===== config.mk =====
export PLATFORM = sky130hd
export DESIGN_NAME = ncl_sum_collector
export DESIGN_NICKNAME = d
export VERILOG_FILES = /design/src/rtl/ncl_sum_collector.sv
export SDC_FILE = /design/constraint.sdc
export NUM_CORES = 1
export LEC_CHECK = 0
export ABC_CLOCK_PERIOD_IN_PS = 2820
export BUFFER_PORTS_ARGS = -buffer_cell sky130_fd_sc_hd__buf_2
export CAP_MARGIN = 20
export CORE_UTILIZATION = 55
export CTS_BUF_LIST = sky130_fd_sc_hd__clkbuf_4 sky130_fd_sc_hd__clkbuf_8 sky130_fd_sc_hd__clkbuf_16
export CTS_CLUSTER_DIAMETER = 50
export CTS_CLUSTER_SIZE = 8
export DETAILED_ROUTE_END_ITERATION = 8
export PLACE_DENSITY = 0.76
export SYNTH_ARGS = -nofsm -noshare
export SYNTH_HDL_FRONTEND = slang
export SYNTH_SLANG_ARGS = --single-unit

===== constraint.sdc =====
create_clock -name clk -period 2.82 [get_ports clk]
set_input_delay 0.282 -clock clk [delete_from_list [all_inputs] [get_ports clk]]
set_output_delay 0.282 -clock clk [all_outputs]
set_load 0.02 [all_outputs]

===== src/rtl/ncl_sum_collector.sv =====
// Collects dual-rail NCL sum/carry wavefronts into a binary word with a valid/ready handshake.
// Optional watchdog enabled by defining NCL_COLLECT_TIMEOUT_EN.
module ncl_sum_collector #(
  parameter int WIDTH   = 8,
  parameter int TIMEOUT = 255
) (
  input  logic               clk,
  input  logic               reset,
  input  logic [2*WIDTH-1:0] sum,
  input  logic [1:0]         carryout,
  output logic               ki,
  output logic [WIDTH:0]     result,
  output logic               result_valid,
  input  logic               result_ready,
  output logic               err,
  output logic               timeout
);

  localparam int NB = 2*WIDTH + 2;

  typedef enum logic [1:0] {
    FLUSH    = 2'd0,
    REQ_DATA = 2'd1,
    HOLD     = 2'd2,
    REQ_NULL = 2'd3
  } state_t;

  state_t          state_q;
  logic [NB-1:0]   sync1_q, sync2_q, prev_q;
  logic            ki_q;
  logic [WIDTH:0]  result_q;
  logic            result_valid_q;
  logic            err_q;

  logic            all_data, all_null, any_illegal;
  logic [WIDTH:0]  data_bits;
  logic            stable, stable_complete, stable_empty;
  logic            advance;
  logic            frozen;

  // Two-flop synchronizer, plus one more stage to compare consecutive samples.
  always_ff @(posedge clk) begin
    if (reset) begin
      sync1_q <= '0;
      sync2_q <= '0;
      prev_q  <= '0;
    end else begin
      sync1_q <= {carryout, sum};
      sync2_q <= sync1_q;
      prev_q  <= sync2_q;
    end
  end

  always_comb begin
    all_data    = 1'b1;
    all_null    = 1'b1;
    any_illegal = 1'b0;
    data_bits   = '0;
    for (int i = 0; i <= WIDTH; i++) begin
      unique case (sync2_q[2*i +: 2])
        2'b00: begin all_data = 1'b0; end
        2'b01: begin all_null = 1'b0; data_bits[i] = 1'b0; end
        2'b10: begin all_null = 1'b0; data_bits[i] = 1'b1; end
        default: begin all_data = 1'b0; all_null = 1'b0; any_illegal = 1'b1; end
      endcase
    end
  end

  assign stable          = (sync2_q == prev_q);
  assign stable_complete = stable & all_data;
  assign stable_empty    = stable & all_null;

  always_comb begin
    advance = 1'b0;
    unique case (state_q)
      FLUSH:    advance = stable_empty;
      REQ_DATA: advance = stable_complete;
      HOLD:     advance = result_valid_q & result_ready;
      REQ_NULL: advance = stable_empty;
      default:  advance = 1'b0;
    endcase
  end

`ifdef NCL_COLLECT_TIMEOUT_EN
  localparam int WDW = (TIMEOUT < 1) ? 1 : $clog2(TIMEOUT + 1);

  logic [WDW-1:0] wd_q;
  logic           timeout_q;

  // Counts idle cycles while waiting for a wavefront; saturates at TIMEOUT.
  always_ff @(posedge clk) begin
    if (reset) begin
      wd_q      <= '0;
      timeout_q <= 1'b0;
    end else if (((state_q == REQ_DATA) || (state_q == REQ_NULL)) && !advance) begin
      if (wd_q != WDW'(TIMEOUT)) wd_q <= wd_q + 1'b1;
      if (wd_q == WDW'(TIMEOUT - 1)) timeout_q <= 1'b1;
    end else begin
      wd_q <= '0;
    end
  end

  assign frozen  = timeout_q;
  assign timeout = timeout_q;
`else
  assign frozen  = 1'b0;
  assign timeout = 1'b0;
`endif

  always_ff @(posedge clk) begin
    if (reset) begin
      state_q        <= FLUSH;
      ki_q           <= 1'b0;
      result_q       <= '0;
      result_valid_q <= 1'b0;
      err_q          <= 1'b0;
    end else begin
      if (any_illegal) err_q <= 1'b1;
      if (advance && !frozen) begin
        unique case (state_q)
          FLUSH: begin
            state_q <= REQ_DATA;
            ki_q    <= 1'b1;
          end
          REQ_DATA: begin
            state_q        <= HOLD;
            result_q       <= data_bits;
            result_valid_q <= 1'b1;
          end
          HOLD: begin
            state_q        <= REQ_NULL;
            result_valid_q <= 1'b0;
            ki_q           <= 1'b0;
          end
          REQ_NULL: begin
            state_q <= REQ_DATA;
            ki_q    <= 1'b1;
          end
          default: begin
            state_q <= FLUSH;
            ki_q    <= 1'b0;
          end
        endcase
      end
    end
  end

  assign ki           = ki_q;
  assign result       = result_q;
  assign result_valid = result_valid_q;
  assign err          = err_q;

endmodule


==> reports/results.tsv <==
stage	metric	value	unit
synthesis	syn avg cell area	9.808	um^2
clocking	clock root buffer	clkbuf_8	
synthesis	Post-synth EDFFs	0	
worst_setup_path	crit path launch	state_q[0]	
floorplan	Die Y	75.63	um
synthesis	top cells by area, synth	dfxtp_1, ha_1, nor2b_1	
worst_setup_path	Worst setup EP type	flip-flop	
worst_setup_path	classification of the worst setup path	reg2reg	
placed_design	post-place setup slack	0.5912	ns
synthesis	Post-synth ARST share	0	%
worst_setup_path	WP buf/inv	1	
worst_setup_path	Worst path slowest cell	o211a_1	
final_layout	Finished Layout Cells	411	
global_route	pin count of the biggest net entering global routing	44	
placed_design	input/output buffers	32	
clocking	post-cts gate resize count	0	
floorplan	core area	5172	um^2
timing	Final Max Tran Viols	0	
global_route	Total GRT Usage	20.07	%
synthesis	Synth top area share	45.66	%
final_layout	ant diodes	0	
timing	Final setup violation count	0	
floorplan	I/O pin total	34	
clocking	Bufs on Longest Clock Path	2	
synthesis	Syn Inst Count	304	
timing	Hold Worst Slack	0.1447	ns
synthesis	Yosys warning total	0	
route	DRT Pass-1 Iters	6	
timing	fin crit share	78.97	%
final_layout	Nets	386	
clocking	CTS tree	done	
final_layout	share of layout cells above drive strength 1	18.48	%
floorplan	Core Rows	26	
clocking	clock sinks	68	
final_layout	Area Overhead vs Synth	15.65	%
final_layout	number of fill cells in the layout	410	
placed_design	gpl congestion	0.8418	
worst_setup_path	worst path cell trace	inv_1, ha_1, nand4b_1, nor3_1, o211a_1, and3_4, o221ai_1	
floorplan	Initial Util	57.64	%
clocking	H-tree levels	3	
clocking	worst-skew pair later-pin latency	0.34	ns
timing	final worst setup slack	0.5929	ns
clocking	Setup Fix Bufs, Post-CTS	0	
floorplan	Die Span X	75.63	um
global_route	antenna violations before repair	0	
worst_setup_path	crit start category	flip-flop	
synthesis	Yosys reg bits	68	
route	total number of vias	2108	
timing	slew at the pin closest to its max-slew limit	0.6483	ns
timing	RSZ-0062 raised after global routing	false	
global_route	first-pass GRT wire length	8273	um
placed_design	Placed Cells	395	
worst_setup_path	max incr delay on CP	0.43	ns
synthesis	cell taking the most area after synthesis	dfxtp_1	
placed_design	hpwl dp	3664	um
synthesis	post-synth design cell area	2982	um^2
worst_setup_path	CP delay by family, top	simple AND/OR/NAND/NOR gates	
run_status	status	complete, no violations	
clocking	clk slew on worst S/H paths	0.08	ns
clocking	Hold-fix buffers, CTS	0	
worst_setup_path	Critical Path RT	3.04	ns
floorplan	DIE AREA	5720	um^2
worst_setup_path	worst r2r src	state_q[0]	
final_layout	Util after Layout	66.67	%
route	DR vias/cell	5.129	
pwr	Pwr Density	625.0	nW/um^2
worst_setup_path	worst-path maximum fanout	14	
pwr	Pleak	1.546	nW
synthesis	Syn Nets	354	
synthesis	cell with the most instances after synthesis	dfxtp_1	
route	drt total wl	5078	um
worst_setup_path	crit path DAT	2.45	ns
global_route	GRT overflow	0	
worst_hold_path	Hold Startpoint	sum[4]	
timing	Post-Route Setup TNS	0	ns
worst_hold_path	Min-Delay Path Class	in2reg	
timing	relative slew slack	56.62	%
clocking	total CTS buffers	9	
global_route	vias in the first global route	1892	
route	DRC viols	0	
timing	min Tclk post-route	2.227	ns
synthesis	Most used DFF post-synth	dfxtp_1	
synthesis	sequential fraction of the synthesis area	45.66	%
route	ANT nets after route	0	
pwr	Worst VDD drop	0.4679	mV
route	DRT iter0 DRCs	99	
route	routed length per instance	12.36	um
timing	clk_skew	0.008816	ns
timing	Fin. Hold Viols	0	
synthesis	Synth top cells by count	dfxtp_1, nor2b_1, ha_1	
synthesis	distinct cell type count after synthesis	31	
flow_run	maxcap violations	0	
timing	Max Fclk	0.4490	GHz
==> final cells by class <==
class / count / area [um^2] / area share [%]
Timing Repair Buffer: 37 / 197.7 / 5.733
Clock buffer: 11 / 151.4 / 4.390
Multi-Input combinational cell: 199 / 1465 / 42.49
Inverter: 21 / 78.83 / 2.286
Sequential cell: 68 / 1361 / 39.48
Tap cell: 70 / 87.58 / 2.540
Clock inverter: 5 / 106.4 / 3.084
==> power by group <==
| part | switching (W) | total (W) | internal [W] |
|---|---|---|---|
| sequential | 0.0000176 | 0.00101 | 0.000992 |
| combinational | 0.0000777 | 0.000137 | 0.0000593 |
| clock | 0.000370 | 0.00101 | 0.000639 |
==> cells by family (layout without fill, tap and decap cells) <==
group | after synthesis | in the layout | share of synthesized area (%)
and+or+nand+nor | 122 | 122 | 22.12
AOI/OAI and AO/OA | 29 | 29 | 9.442
DFF | 68 | 68 | 45.66
xor gates and xnor gates | 18 | 18 | 5.287
other | 1 | 1 | 0.1258
adders and majority gates | 29 | 29 | 12.17
buffers and inverters | 37 | 74 | 5.203
==> cells in the final DEF (no fill, tap or decap), types with 2 or more instances in the layout <==
master / n
inv_1: 21
nand3_1: 11
ha_1: 29
o41ai_1: 2
nor4_1: 4
buf_2: 32
nor2b_1: 46
xnor2_1: 8
bufinv_16: 3
nand4_1: 5
clkbuf_8: 11
nor3_1: 6
nand2_1: 13
buf_4: 5
xor2_1: 10
a41oi_1: 3
nor2_1: 23
dfxtp_1: 68
and3_1: 11
o221ai_2: 9
a31oi_1: 10
==> final timing paths <==
check	end	slack (ns)	cells after the start
setup / recovery	result[8]	0.59	7
hold / removal	sync1_q[4]	0.14	2
setup reg to reg	result[8]	0.59	7
hold reg to reg	sync2_q[17]	0.44	1
==> stage by stage <==
step | power [W] | cell area, um^2
2_1_floorplan | 0.001123 | 2982
4_1_cts | 0.002174 | 3448
3_5_place_dp | 0.001170 | 3191
5_1_grt | 0.002238 | 3448
6_report | 0.002155 | 3448
3_3_place_gp | 0.001166 | 3191
==> metal layers <==
metal	vias up	GRT usage, %	part of all wire [%]
met1	952	23.32	46
met4	0	10.29	3.2
li1	1084	-	-
met5	-	0	0
met3	15	7.937	4.5
met2	57	32.14	47
==> flip-flops by register name, indices dropped and copies added, names as in the netlist <==
register and flops:
state_q 2, result 9, result_valid 1, sync2_q 18, ki 1, prev_q 18, sync1_q 18, err 1
(Power assumes the default switching activity.)
